### src/rtl/rv32_alu.sv
// rv32_alu: registered integer ALU for the RV32I multi-cycle core.
// Operands and function code are captured on the rising clock edge; the result
// and its zero flag are both registered, so they appear exactly one cycle later.
module rv32_alu #(
  parameter int unsigned WIDTH = 32
) (
  input  logic             clk,
  input  logic             rst,
  input  logic [WIDTH-1:0] x,
  input  logic [WIDTH-1:0] y,
  input  logic [3:0]       fn,
  output logic [WIDTH-1:0] out,
  output logic             zero
);

  localparam int unsigned ShW = $clog2(WIDTH);

  // Function codes: {funct7[5], funct3}
  localparam logic [3:0] FnAdd  = 4'h0;
  localparam logic [3:0] FnSll  = 4'h1;
  localparam logic [3:0] FnSlt  = 4'h2;
  localparam logic [3:0] FnSltu = 4'h3;
  localparam logic [3:0] FnXor  = 4'h4;
  localparam logic [3:0] FnSrl  = 4'h5;
  localparam logic [3:0] FnOr   = 4'h6;
  localparam logic [3:0] FnAnd  = 4'h7;
  localparam logic [3:0] FnSub  = 4'h8;
  localparam logic [3:0] FnSra  = 4'hD;

  logic [ShW-1:0]   sh;
  logic [WIDTH-1:0] res_d;
  logic             lt_signed;
  logic             lt_unsigned;

  // Only the low log2(WIDTH) bits of y select the shift amount.
  assign sh          = y[ShW-1:0];
  assign lt_signed   = $signed(x) < $signed(y);
  assign lt_unsigned = x < y;

  // Combinational result selection; unused codes yield 0.
  always_comb begin
    res_d = '0;
    case (fn)
      FnAdd:   res_d = x + y;
      FnSub:   res_d = x - y;
      FnSll:   res_d = x << sh;
      FnSlt:   res_d = {{(WIDTH-1){1'b0}}, lt_signed};
      FnSltu:  res_d = {{(WIDTH-1){1'b0}}, lt_unsigned};
      FnXor:   res_d = x ^ y;
      FnSrl:   res_d = x >> sh;
      FnSra:   res_d = $unsigned($signed(x) >>> sh);
      FnOr:    res_d = x | y;
      FnAnd:   res_d = x & y;
      default: res_d = '0;
    endcase
  end

  // Result and zero flag registered from the same value so they never disagree.
  always_ff @(posedge clk or posedge rst) begin
    if (rst) begin
      out  <= '0;
      zero <= 1'b1;
    end else begin
      out  <= res_d;
      zero <= (res_d == '0);
    end
  end

endmodule

### config.mk
export PLATFORM = sky130hd
export DESIGN_NAME = rv32_alu
export DESIGN_NICKNAME = d
export VERILOG_FILES = /design/src/rtl/rv32_alu.sv
export SDC_FILE = /design/constraint.sdc
export NUM_CORES = 1
export LEC_CHECK = 0
export ABC_AREA = 1
export BUFFER_PORTS_ARGS = -buffer_cell sky130_fd_sc_hd__buf_2
export CELL_PAD_IN_SITES_DETAIL_PLACEMENT = 1
export CELL_PAD_IN_SITES_GLOBAL_PLACEMENT = 2
export CORE_MARGIN = 1
export CORE_UTILIZATION = 28
export CTS_CLUSTER_DIAMETER = 60
export DETAILED_ROUTE_END_ITERATION = 16
export PLACE_DENSITY = 0.83
export SYNTH_ARGS = -nofsm -noshare
export SYNTH_HDL_FRONTEND = slang
export SYNTH_SLANG_ARGS = --single-unit
### constraint.sdc
create_clock -name clk -period 0.9 [get_ports clk]
set_input_delay 0.18 -clock clk [delete_from_list [all_inputs] [get_ports clk]]
set_output_delay 0.18 -clock clk [all_outputs]
set_load 0.05 [all_outputs]
==> impl_table.tex <==
\begin{tabular}{lr}
\hline
Metric & Value \\
\hline
\multicolumn{2}{l}{\textbf{Run status}} \\
\quad Outcome & finished, violations left \\
\quad Failing checks & setup timing \\
\multicolumn{2}{l}{\textbf{Synthesis}} \\
\quad Number of flops mapped to enable cells by yosys & 0 \\
\quad Leading area contributor after synthesis & sky130\_fd\_sc\_hd\_\_nand2\_1 \\
\quad Portion of synthesized cell area occupied by the leading cell type & 25.92\% \\
\quad Primary flip-flop cell chosen by synthesis mapping & sky130\_fd\_sc\_hd\_\_dfrtp\_1 \\
\quad \#FFs+latches synth & 33 \\
\quad Total of warnings raised by yosys & 0 \\
\quad Cell variety after synth & 50 \\
\quad Combined area of all synthesized cells & 11,370 µm² \\
\quad Main area contributors after synthesis & sky130\_fd\_sc\_hd\_\_nand2\_1, sky130\_fd\_sc\_hd\_\_nand3\_1, sky130\_fd\_sc\_hd\_\_ha\_1 \\
\quad Instance count of the mapped netlist & 2,226 \\
\quad Share of the yosys chip area belonging to registers & 7.275\% \\
\quad Number of nets produced by synthesis & 2,396 \\
\quad Post-synth ARST share & 100.0\% \\
\quad Avg Synthesized Cell Area & 5.107 µm² \\
\multicolumn{2}{l}{\textbf{Pwr}} \\
\quad Maximum ir drop on the vdd rail & 0.7182 mV \\
\quad Internal Power & 8.705 mW \\
\quad Power Total & 17.90 mW \\
\quad Power density over the cells & 865.7 nW/µm² \\
\quad Net switching power & 9.192 mW \\
\quad Share of power burned in registers & 9.9\% \\
\quad Static Leak & 11.09 nW \\
\quad Portion of total power attributed to the clock network & 12.8\% \\
\quad Fraction of power consumed by combinational cells & 77.3\% \\
\quad Switching Fraction & 51.36\% \\
\multicolumn{2}{l}{\textbf{CTS}} \\
\quad H-tree depth & 2 \\
\quad Number of buffers on the longest clock path & 2 \\
\quad Root buffer selected by CTS & sky130\_fd\_sc\_hd\_\_clkbuf\_16 \\
\quad Clock transition at the registers of the reported paths & 0.07 ns \\
\quad Number of buffers inserted during clock tree synthesis & 5 \\
\quad TritonCTS clock tree & built \\
\quad Clk sinks & 33 \\
\multicolumn{2}{l}{\textbf{Finish}} \\
\quad Fillers & 5,323 \\
\quad Register Area & 827.0 µm² \\
\quad Final net count & 3,053 \\
\quad Share of layout cells above drive strength 1 & 48.68\% \\
\quad Multi-input gate area & 11,360 µm² \\
\quad Number of antenna cells inserted & 0 \\
\quad Area overhead of the layout relative to synthesis & 81.85\% \\
\multicolumn{2}{l}{\textbf{Route}} \\
\quad Violation count after the first detailed-route iteration & 1,342 \\
\quad Number of vias per cell & 5.341 \\
\quad Post-route DRC violation count & 0 \\
\quad Routed via count & 18,210 \\
\quad Final wirelength & 80.08 mm \\
\quad Antenna viol nets, final & 0 \\
\quad First-pass detailed-route iteration total & 5 \\
\quad WL/cell & 23.49 µm \\
\multicolumn{2}{l}{\textbf{Timing}} \\
\quad Least setup slack across all paths after layout & -1.354 ns \\
\quad Worst-margin pin slew & 0.4500 ns \\
\quad FMAX & 443.7 MHz \\
\quad Number of pins exceeding their max-slew limit in the final report & 0 \\
\quad Count of endpoints failing hold in the final timing report & 0 \\
\quad Final cycle utilization of the critical path & 250.4\% \\
\quad Setup repair after global routing missed its margin & true \\
\quad Clock period minus final worst setup slack & 2.254 ns \\
\quad Headroom to the max-slew limit & 69.69\% \\
\quad Number of failing setup endpoints in the final timing report & 66 \\
\multicolumn{2}{l}{\textbf{Min path}} \\
\quad Kind of path behind the tightest hold check & primary input to asynchronous set/reset pin \\
\multicolumn{2}{l}{\textbf{Placed design}} \\
\quad Worst setup slack after placement & -2.141 ns \\
\quad Number of port buffers & 102 \\
\quad Dpl hpwl & 62.77 mm \\
\quad RePlAce Congestion & 1.073 \\
\multicolumn{2}{l}{\textbf{Setup path}} \\
\quad Critical path, cell by cell & buf\_12 > buf\_12 > fa\_2 > nor2\_4 > nand2\_2 > nand3\_4 > buf\_6 > o21ai\_1 > a21oi\_1 > o21a\_1 > nand3\_2 > nor2\_1 > nand2\_2 > nor2\_2 > nand2\_1 > nor2\_2 \\
\quad Worst endpoint required time & 1.16 ns \\
\quad Category of the worst setup path capture point & register \\
\quad Delay contributed by the slowest stage of the critical path & 0.48 ns \\
\quad Element type at the critical path start & primary input \\
\quad Highest fanout seen on the critical path & 4 \\
\quad Critical path class & primary input to register \\
\quad Cell with the largest stage delay on the worst path & sky130\_fd\_sc\_hd\_\_fa\_2 \\
\quad Arr. time, crit path & 2.51 ns \\
\multicolumn{2}{l}{\textbf{Floorplan}} \\
\quad Chip width & 203.5 µm \\
\quad Initial Utilization & 28.48\% \\
\quad Chip height & 203.5 µm \\
\quad Placement row count & 73 \\
\quad Core ar. & 39,910 µm² \\
\quad Die Outline Area & 41,410 µm² \\
\quad Count of boundary I/O pins & 103 \\
\multicolumn{2}{l}{\textbf{GRT}} \\
\quad Via count of the first global-routing pass & 18,550 \\
\quad Global-route wire length before repair & 113.0 mm \\
\quad Overall overflow remaining after global route & 0 \\
\quad Initial antenna violation count & 0 \\
\quad Largest net degree at the start of global routing & 48 \\
\quad Overall global routing resource usage & 36.80\% \\
\multicolumn{2}{l}{\textbf{Job}} \\
\quad Max-capacitance violation count & 0 \\
\hline
\end{tabular}
[power by group through the flow]
| stage | registers (mW) | clock network (mW) | logic, mW |
|---|---|---|---|
| CTS | 1.76 | 2.32 | 12.4 |
| finish | 1.77 | 2.30 | 13.8 |
| floorplan | 2.36 | 0 | 4.45 |
| global route | 1.78 | 2.33 | 14.5 |
| detailed placement | 1.74 | 0 | 10.4 |
| global placement | 1.74 | 0 | 10.2 |
[through the flow]
| stage | instance area [µm²] | util (%) | setup TNS (ns) | hold WS (ns) | cells |
|---|---|---|---|---|---|
| floorplan | 11650 | - | -29.35 | 0.3082 | 2226 |
| global placement | 16600 | 41.60 | -51.59 | 0.2395 | 3332 |
| detailed placement | 16600 | 41.60 | -52.77 | 0.2647 | 3332 |
| CTS | 19360 | 48.50 | -35.75 | 0.4776 | 3378 |
| global route | 20670 | 51.79 | -40.91 | 0.5138 | 3409 |
| finish | 20670 | 51.79 | -38.30 | 0.4686 | 3409 |
[cells in the mapped netlist, types with 7 or more instances]
master                     instances
sky130_fd_sc_hd__clkbuf_1         17
sky130_fd_sc_hd__inv_2            14
sky130_fd_sc_hd__nor2_1          180
sky130_fd_sc_hd__o22ai_1          22
sky130_fd_sc_hd__o211ai_1          8
sky130_fd_sc_hd__buf_6            12
sky130_fd_sc_hd__o21bai_1         10
sky130_fd_sc_hd__nor2_2            7
sky130_fd_sc_hd__nand2_1         785
sky130_fd_sc_hd__buf_4            12
sky130_fd_sc_hd__ha_1             98
sky130_fd_sc_hd__nor3_1           19
sky130_fd_sc_hd__a21oi_1          85
sky130_fd_sc_hd__nand3_2           8
sky130_fd_sc_hd__inv_1           326
sky130_fd_sc_hd__buf_2            42
sky130_fd_sc_hd__o21ai_1           7
sky130_fd_sc_hd__o21ai_0          44
sky130_fd_sc_hd__and2_1           12
sky130_fd_sc_hd__dfrtp_1          32
sky130_fd_sc_hd__nand3_1         395
sky130_fd_sc_hd__nand2_2          16
sky130_fd_sc_hd__nand4_1          27
[metal layers]
metal	GRT usage [%]	up-vias	routed length, µm
met5	0	-	0
met1	47.46	9086	34070
met4	13.43	0	3430
met2	64.19	584	38800
met3	2.253	154	3775
li1	-	8383	-
[state kept, by name, summed over array words and instances (netlist names)]
| signal | count |
|---|---|
| out | 32 |
| zero | 1 |
[kinds of logic after synthesis]
family / after synthesis / share of synthesized area (%)
flops: 33 / 7.275
buf+inv: 432 / 16.08
compound gates: 195 / 9.850
fa+ha+maj: 100 / 11.14
simple gates: 1466 / 55.66
[repair_timing]
item / CTS / global route
setup endpoints to repair: 66 / 66
gates cloned: 4 / 1
pin swaps: 122 / 148
resized for setup: 647 / 307
endpoints found under the hold margin: 32 / 0
hold buffers: 1 / 0
buffers inserted: 36 / 32
[cell usage in the layout, fill, tap and decap left out, drive strengths merged, types with 22 or more instances in the layout]
| cell type | instances |
|---|---|
| dfrtp | 32 |
| o21ai | 52 |
| a21oi | 89 |
| ha | 98 |
| inv | 342 |
| nand4 | 27 |
| nand2 | 805 |
| nor2 | 191 |
| o22ai | 22 |
| nand3 | 403 |
| buf | 734 |
[layout make-up]
class,count,area share (%)
inverter,343,6.766
sequential,33,4.000
clock inverter,3,0.2239
timing repair buffer,739,30.25
clock buffer,5,0.6052
tap,525,3.177
multi-input combinational,1761,54.97
[worst max-delay path: cells and delay by family]
family | cells | cell delay [ns]
simple gates | 9 | 1.02
fa+ha+maj | 1 | 0.48
compound gates | 3 | 0.45
buf+inv | 3 | 0.37
[path summary, 6_finish.rpt]
kind                       startpoint                 to  cells past startpoint
setup / recovery                 y[1]     zero$_DFF_PP1_                     16
hold / removal                    rst  out[30]$_DFF_PP0_                      4
max in group asynchronous         rst     zero$_DFF_PP1_                      4
min in group clk                 x[2]   out[2]$_DFF_PP0_                      7
Power figures use the tool's default switching activity.
